===== src/rtl/tube_pkg.sv =====
// Shared constants and state encoding for the multiplexed tube scan driver.
package tube_pkg;

    // Segment encoding is {a,b,c,d,e,f,g,dp}, active-high.
    localparam logic [7:0] SEG_BLANK = 8'h00;
    localparam logic [7:0] SEG_0     = 8'hFC;
    localparam logic [7:0] SEG_1     = 8'h60;
    localparam logic [7:0] SEG_2     = 8'hDA;
    localparam logic [7:0] SEG_3     = 8'hF2;
    localparam logic [7:0] SEG_4     = 8'h66;
    localparam logic [7:0] SEG_5     = 8'hB6;
    localparam logic [7:0] SEG_6     = 8'hBE;
    localparam logic [7:0] SEG_7     = 8'hE0;
    localparam logic [7:0] SEG_8     = 8'hFE;
    localparam logic [7:0] SEG_9     = 8'hF6;

    // Per-cycle display state within a digit slot.
    typedef logic state_t;
    localparam state_t ST_SHOW  = 1'b0;
    localparam state_t ST_BLANK = 1'b1;

endpackage


===== src/rtl/scan_prescaler.sv =====
// Slot counter for the tube scanner: counts 0..SCAN_DIV-1 while running,
// flags the last cycle of a slot and the blanked tail of a slot.
// Blanking is only generated when TUBE_SCAN_BLANK_EN is defined.
module scan_prescaler
    import tube_pkg::*;
#(
    parameter int SCAN_DIV  = 100000,
    parameter int BLANK_CYC = 1000,
    localparam int CNT_W    = $clog2(SCAN_DIV)
) (
    input  logic clk,
    input  logic rst_n,
    input  logic run,
    output logic slot_wrap,
    output logic in_blank
);

    localparam logic [CNT_W-1:0] CNT_LAST     = CNT_W'(SCAN_DIV - 1);
    localparam logic [CNT_W-1:0] CNT_SHOW_END = CNT_W'(SCAN_DIV - BLANK_CYC);

`ifdef TUBE_SCAN_BLANK_EN
    localparam bit BLANK_ON = 1'b1;
`else
    localparam bit BLANK_ON = 1'b0;
`endif

    logic [CNT_W-1:0] cnt_q;

    assign slot_wrap = run && (cnt_q == CNT_LAST);
    assign in_blank  = BLANK_ON && (cnt_q >= CNT_SHOW_END);

    // Free-running slot counter, parked at zero while not running.
    always_ff @(posedge clk or negedge rst_n) begin
        if (!rst_n) begin
            cnt_q <= '0;
        end else if (!run || slot_wrap) begin
            cnt_q <= '0;
        end else begin
            cnt_q <= cnt_q + 1'b1;
        end
    end

endmodule


===== src/rtl/tube_scan_driver.sv =====
// Eight-digit tube scanner: two segment buses each drive one of four digits
// per slot; inputs are snapshotted once per frame so a frame never tears.
// Build option: define TUBE_SCAN_BLANK_EN to blank the tail of every slot.
module tube_scan_driver #(
    parameter int SCAN_DIV  = 100000,
    parameter int BLANK_CYC = 1000
) (
    input  logic        clk,
    input  logic        rst_n,
    input  logic        enable,
    input  logic [63:0] seg_in,
    input  logic [7:0]  tub_en,
    output logic [7:0]  seg_l,
    output logic [7:0]  seg_r,
    output logic [7:0]  tub_sel,
    output logic        frame_done
);

    import tube_pkg::*;

    logic        slot_wrap;
    logic        in_blank;
    state_t      state;

    logic        en_q;
    logic [1:0]  idx_q, idx_d;
    logic [63:0] shadow_seg_q, shadow_seg_d;
    logic [7:0]  shadow_en_q, shadow_en_d;
    logic [7:0]  seg_l_q, seg_l_d;
    logic [7:0]  seg_r_q, seg_r_d;
    logic [7:0]  tub_sel_q, tub_sel_d;
    logic        frame_done_q, frame_done_d;

    logic        load_first;
    logic        load_frame;
    logic [63:0] seg_eff;
    logic [7:0]  en_eff;
    logic [2:0]  digit_l, digit_r;

    scan_prescaler #(
        .SCAN_DIV  (SCAN_DIV),
        .BLANK_CYC (BLANK_CYC)
    ) u_prescaler (
        .clk       (clk),
        .rst_n     (rst_n),
        .run       (enable),
        .slot_wrap (slot_wrap),
        .in_blank  (in_blank)
    );

    assign state = in_blank ? ST_BLANK : ST_SHOW;

    // Next-state for slot index, snapshots and the registered pin values.
    always_comb begin
        load_first = enable && !en_q;
        load_frame = slot_wrap && (idx_q == 2'd3);

        // The first enabled cycle must already show the fresh snapshot.
        seg_eff = load_first ? seg_in : shadow_seg_q;
        en_eff  = load_first ? tub_en : shadow_en_q;

        shadow_seg_d = (load_first || load_frame) ? seg_in : shadow_seg_q;
        shadow_en_d  = (load_first || load_frame) ? tub_en : shadow_en_q;

        if (!enable) begin
            idx_d = 2'd0;
        end else if (slot_wrap) begin
            idx_d = idx_q + 2'd1;
        end else begin
            idx_d = idx_q;
        end

        digit_l = {1'b0, idx_q};
        digit_r = {1'b1, idx_q};

        seg_l_d   = SEG_BLANK;
        seg_r_d   = SEG_BLANK;
        tub_sel_d = '0;
        if (enable && (state == ST_SHOW)) begin
            seg_l_d            = seg_eff[{digit_l, 3'b000} +: 8];
            seg_r_d            = seg_eff[{digit_r, 3'b000} +: 8];
            tub_sel_d[digit_l] = en_eff[digit_l];
            tub_sel_d[digit_r] = en_eff[digit_r];
        end

        frame_done_d = load_frame;
    end

    // State and output registers.
    always_ff @(posedge clk or negedge rst_n) begin
        if (!rst_n) begin
            en_q         <= 1'b0;
            idx_q        <= 2'd0;
            shadow_seg_q <= '0;
            shadow_en_q  <= '0;
            seg_l_q      <= SEG_BLANK;
            seg_r_q      <= SEG_BLANK;
            tub_sel_q    <= '0;
            frame_done_q <= 1'b0;
        end else begin
            en_q         <= enable;
            idx_q        <= idx_d;
            shadow_seg_q <= shadow_seg_d;
            shadow_en_q  <= shadow_en_d;
            seg_l_q      <= seg_l_d;
            seg_r_q      <= seg_r_d;
            tub_sel_q    <= tub_sel_d;
            frame_done_q <= frame_done_d;
        end
    end

    assign seg_l      = seg_l_q;
    assign seg_r      = seg_r_q;
    assign tub_sel    = tub_sel_q;
    assign frame_done = frame_done_q;

endmodule


===== config.mk =====
export PLATFORM = sky130hd
export DESIGN_NAME = tube_scan_driver
export DESIGN_NICKNAME = d
export VERILOG_FILES = /design/src/rtl/tube_pkg.sv /design/src/rtl/scan_prescaler.sv /design/src/rtl/tube_scan_driver.sv
export SDC_FILE = /design/constraint.sdc
export NUM_CORES = 1
export LEC_CHECK = 0
export CORE_MARGIN = 3
export CORE_UTILIZATION = 35
export CTS_BUF_LIST = sky130_fd_sc_hd__clkbuf_16
export DETAILED_ROUTE_END_ITERATION = 7
export GPL_TIMING_DRIVEN = 0
export SKIP_CTS_REPAIR_TIMING = 1
export SYNTH_ARGS = -nofsm -noshare
export SYNTH_HDL_FRONTEND = slang
export SYNTH_SLANG_ARGS = --single-unit

===== constraint.sdc =====
create_clock -name clk -period 3.08 [get_ports clk]
set_input_delay 0.616 -clock clk [delete_from_list [all_inputs] [get_ports clk]]
set_output_delay 0.616 -clock clk [all_outputs]
set_load 0.02 [all_outputs]

---- After elaboration in Yosys (flattened, before gate mapping) ----
Index checks and enable logic that the tools add are counted.
storage, ports and cells
  logic and storage cells ................. 47
  bits in registers ....................... 117
  bits in read-only memories .............. 0
  RAM bits ................................ 0
  bits in latches ......................... 0
  bits of input ports ..................... 75
  output and inout bits ................... 25
  memories ................................ 0
operators by class
  add/subtract/negate cells ............... 2
  multiplexer cells ....................... 17
  order comparisons ....................... 4
  equality and inequality tests ........... 3
  bitwise operators ....................... 1
  shifts and indexed selects .............. 2
  multipliers ............................. 0
  divide/modulo/power cells ............... 0
  reduce and logical (&&, ||, !) cells .... 9
operators by type and width
  kind                     number
  $mux W64                 1
  $shiftx A64 B6 Y8        1
  $shiftx A64 B7 Y8        1
  $mux W8                  4
  $add A17 B1 Y17 const B  1
  $eq A17 B17 Y1 const B   1
  $mux W17                 1
  $and A8 B4 Y8            1
  $bwmux W8                1
  $logic_and A1 B1 Y1      5
  $bmux W1 S2              2
  $demux W1 S2             2
  $lt A2 B4 Y1 const B     1
  $lt A3 B4 Y1 const B     1
  $mux W1                  4
  $mux W2                  2
  $ge A3 B1 Y1 const B     1
  $add A2 B1 Y2 const B    1
  $eq A2 B2 Y1 const B     1
  $ge A2 B1 Y1 const B     1
  $logic_not A1 Y1         2
  $logic_or A1 B1 Y1       2
  $ne A2 B1 Y1 const B     1

---- Depth between registers and ports, before layout ----
  depth after elaboration ................. 8
  mapped depth ............................ 7
  depth with buffers taken out ............ 5

---- Modules after synthesis ----
A second synthesis with hierarchy kept.
unflattened totals
  cells, all modules ...................... 463
  area, all modules ....................... 6044.5 sq um
by module, submodules not included
  module            sequential area each (sq um)  times used  area each (sq um)  cells an instance
  tube_scan_driver  2502.4                        1           5170.0             375
  scan_prescaler    425.4                         1           874.6              88

---- Worst setup path before layout ----
OpenSTA, ideal clock, no wires.
  path kind ............................... register to register
  start ................................... reg u_prescaler.cnt_q[0]
  end ..................................... reg shadow_en_q[0]
  library setup time ...................... 0.125 ns
  path buffers ............................ 2
  required time ........................... 2.955 ns
  data arrival time ....................... 2.033 ns
  cell stages (with the launch flop) ...... 8
  path slack .............................. 0.922 ns
  path through ............................ dfrtp_1 > ha_1 > nand2_1 > or4_1 > o21a_1 > buf_6 > buf_12 > mux2_4
between the ends
  cells in the longest elaborated chain, start to end .. 4
ends and longest elaborated chain
  item                    RTL line                 RTL
  from (decl)             scan_prescaler.sv:27     logic [CNT_W-1:0] cnt_q;
  from (signal assigned)  scan_prescaler.sv:39     cnt_q <= cnt_q + 1'b1;
  $eq A17 B17 Y1          scan_prescaler.sv:29     assign slot_wrap = run && (cnt_q == CNT_LAST);
  $logic_and A1 B1 Y1     scan_prescaler.sv:29
  $logic_and A1 B1 Y1     tube_scan_driver.sv:56   load_frame = slot_wrap && (idx_q == 2'd3);
  $logic_or A1 B1 Y1      tube_scan_driver.sv:63   shadow_en_d = (load_first || load_frame) ? tub_en : shadow_en_q;
  to (signal assigned)    tube_scan_driver.sv:104  shadow_en_q <= shadow_en_d;
  to (decl)               tube_scan_driver.sv:28   logic [7:0] shadow_en_q, shadow_en_d;
Every way passes these cells.
A chain may end at the register's enable or synchronous reset.

---- Final worst setup path ----
  start ................................... in enable
  end ..................................... reg idx_q[1]
between the ends
  cells in the longest elaborated chain, start to end .. 2
ends and longest elaborated chain
  item                    RTL line                 RTL
  from (decl)             tube_scan_driver.sv:10   input logic enable,
  $logic_and A1 B1 Y1     scan_prescaler.sv:29
  $ne A2 B1 Y1 (no line)  -
  to (signal assigned)    tube_scan_driver.sv:102  idx_q <= idx_d;
  to (decl)               tube_scan_driver.sv:26   logic [1:0] idx_q, idx_d;
Parallel ways exist; a longest one is shown, timed or not.

==> results.txt <==
* Result of the run: finished clean
* Total count of max-transition violations in the final report: 0
- Clock sink count: 117
* Proportion of synthesized flip-flops having asynchronous set or reset: 100%
- CTS tree: done
* Most used standard cell by instance count after synthesis: dfrtp_1
- Synthesized cell area: 5890 um^2
- Setup crit end: idx_q[1]
- Via density: 5.09
- Min Clock Period, post-route: 2.60 ns
- For this design, the slowest cell found on the critical path is clkbuf_1.
- The floorplan has 46 rows.
- Multi-input gate area: 2710 um^2
- Of the available clock period, the critical path in the final layout requires 84.5%.
- Count of yosys warnings during synthesis: 0
- Primary FF master, synth: dfrtp_1
- The worst setup path is launched from an input pin.
* Data arrival at the endpoint of the critical path: 2.92 ns
- Crit. End Element: flip-flop
- Number of distinct library cells after synthesis: 39
* Max-cap violation count: 0
- The via count of the first global-routing pass came to 4273.
- A synthesized cell averages 13.5 um^2.
* CTS Buffer Depth: 2
* Sequential element share of the synthesized area: 49.7%
* Number of non-filler instances in the completed layout: 784
- Clock latency on the worst-skew pair, taken at its later pin, is 0.42 ns.
- Required time of the worst setup path: 3.40 ns
- Die Wd: 136 um
- Critical-path maximum fanout: 10
- Reg2Reg Depth: 6
- Number of buffers added on ports: 99
* Kind of cell adding the most delay to the critical path: buffers and inverters
* Clock transition time at the flip-flop clock pins of the worst setup and hold paths: 0.05 ns
- Total half-perimeter wirelength after legalization and detailed placement: 10.2 mm
- Fill cells in the final layout number 1404.
- Share of cells above drive strength 1: 22.9%
- When the netlist entered floorplanning its net count stood at 518.
- The number of endpoints with negative hold slack in the final report came to 0.
- Antenna Diode Count: 0
- The total area inside the core boundary comes to 16200 um^2.
- Initial antenna violation count: 0
* Maximum number of pins on one net before global-route repair: 90
* First-pass GRT wire length: 23.3 mm
- Largest stage delay on the critical path: 0.58 ns
- Relative to the synthesized area, the layout overhead comes to 30.5%.
* Placed cells: 754
- Global routing used 16.6% of the available tracks across all layers.
* Endpoint of the worst-slack reg-to-reg timing path: u_prescaler.cnt_q[9]
- In this run the number of cells on the critical path is 7.
- At the pin with the least slew margin, the transition time is 0.767 ns.
- Count of buffering cells on the critical path with inverters included: 4
- Worst hold-check slack: 0.0707 ns
- For this run, design rule violations remaining after detail routing come to 0.
* Worst reg2reg path startpoint: u_prescaler.cnt_q[0]
- Number of synthesized flops with an enable pin: 0
- Worst reg-to-reg setup slack: 0.63 ns
* Cell taking the most area after synthesis: dfrtp_1
- The worst-case IR drop observed on VDD is 0.395 mV.
- Vert. Die Dim: 136 um
* Routability-driven placement congestion ratio: 0.799
* Tightest slew margin relative to the limit: 48.9%
- Synthesis handed over a netlist of 438 instances.
* Boundary pin count: 100
- Final-stage net count: 637
* Cells traversed along the worst timing path: clkdlybuf4s50_1 -> clkbuf_1 -> and2_1 -> clkbuf_1 -> clkbuf_1 -> o21ai_0 -> o31ai_1
* Via Count: 3989
* Static leakage power: 3.37 nW
- CTS H-tree depth: 4
- Setup violations remaining at the end of the flow were counted as 0.
- Counting flops and latches in the post-synthesis netlist gives 117.
- The critical path starts at enable.
- Cell types occupying the most area after synthesis: dfrtp_1, mux2_4, mux4_2, nand2_1, a22o_1
* WL/cell: 18.6 um
- Starting DRT DRC Count: 181
* Area share of the largest cell type after synthesis: 49.7%
- Timing would allow up to 384 MHz.
- Clock skew on the completed layout was measured at 0.00937 ns.
- Initial standard-cell utilization of the core: 36.4%
* Power per Cell Area: 546 nW/um^2
* Remaining antenna violation count after routing: 0
- Die ar.: 18400 um^2
- Register area: 2930 um^2
* Critical path's most frequent cell: clkbuf_1
* Final wirelength: 14.6 mm
- The worst setup path is of the in2reg kind.
- Remaining global-route overflow: 0
- The min-delay analysis places its worst path in the category in2async.
* Number of buffers inserted during clock tree synthesis: 17
- Unrepaired setup endpoints after global routing: no
- Ranking of synthesized cells by instance count: dfrtp_1, mux2_4, nand2_1
- Detailed-router iteration count before antenna repair: 4
- Root Buffer: clkbuf_16
## routing by layer
metal  wire length [um]  global-route usage [%]  share of wire, %
met5                  0                       0                 0
met4                150                    5.15               1.0
met3                955                    5.20               6.6
met2               6890                    25.7                47
met1               6560                    22.3                45
## final cells by class
class / instances / share of cell area, %
Timing Repair Buffer: 100 / 13.3
Clock inverter: 13 / 1.04
Clock buffer: 17 / 5.53
Sequential cell: 117 / 38.1
Tap cell: 216 / 3.52
Inverter: 5 / 0.244
Buffer: 29 / 3.06
Multi-Input combinational cell: 287 / 35.3
## worst register-to-register path, stage by stage, from the launching register on
cell and delay, ns:
dfrtp_1 0.44, ha_1 0.33, nand2_1 0.12, or4_1 0.61, o21ai_1 0.45, buf_2 0.31, nor2_1 0.08
## flip-flops by register name, summed over array words and instances (netlist names)
| name | flops |
|---|---|
| shadow_seg_q | 64 |
| u_prescaler.cnt_q | 17 |
| seg_l | 8 |
| seg_r | 8 |
| shadow_en_q | 8 |
| tub_sel | 8 |
| idx_q | 2 |
| en_q | 1 |
| frame_done | 1 |
## cells in the final DEF (no fill, tap or decap), drive strengths merged, types with 6 or more instances in the layout
master | Yosys | layout
a211oi | 16 | 16
a22o | 16 | 16
a31oi | 16 | 16
buf | 13 | 15
clkbuf | 16 | 33
clkdlybuf4s50 | 0 | 98
clkinv | 0 | 7
dfrtp | 117 | 117
inv | 5 | 10
mux2 | 72 | 72
mux4 | 20 | 20
nand2 | 43 | 43
nor2 | 26 | 26
nor2b | 18 | 18
nor4 | 6 | 6
xnor2 | 11 | 11
## report_power, final
part           leakage [nW]  switching, mW  total (mW)  internal (mW)
clock network         0.271          0.654        1.72           1.06
logic                  1.65          0.253       0.693          0.440
registers              1.45         0.0881        1.79           1.70
## worst min-delay path by stage
stage | start | endpoint | cells after the start
detailed placement | shadow_en_q[7] | shadow_en_q[7] | 1
CTS | rst_n | shadow_seg_q[50] | 1
global placement | shadow_seg_q[31] | shadow_seg_q[31] | 1
finish | rst_n | shadow_seg_q[50] | 1
global route | rst_n | shadow_seg_q[50] | 1
floorplan | rst_n | en_q | 0
## per-stage QoR
stage               total power [mW]  cell area (um^2)  worst slack (ns)  setup TNS (ns)  util (%)
floorplan                       2.24              5890             0.922               0         -
global placement                2.49              7150             -3.19         -372.42      44.2
detailed placement              2.51              7180            0.0156               0      44.4
CTS                             4.25              7690             0.461               0      47.5
global route                    4.40              7690             0.288               0      47.5
finish                          4.20              7690             0.478               0      47.5
## kinds of logic after synthesis
| family | Yosys count | synth area share [%] |
|---|---|---|
| AND/OR/NAND/NOR | 119 | 9.81 |
| flip-flops | 117 | 49.7 |
| multiplexers | 94 | 26.2 |
| AO/OA/AOI/OAI | 55 | 6.84 |
| buffers and inverters | 34 | 4.31 |
| XOR/XNOR | 14 | 2.08 |
| adder cells (fa/ha/maj) | 5 | 1.06 |
Note: power is estimated with default switching activity, not from simulation.
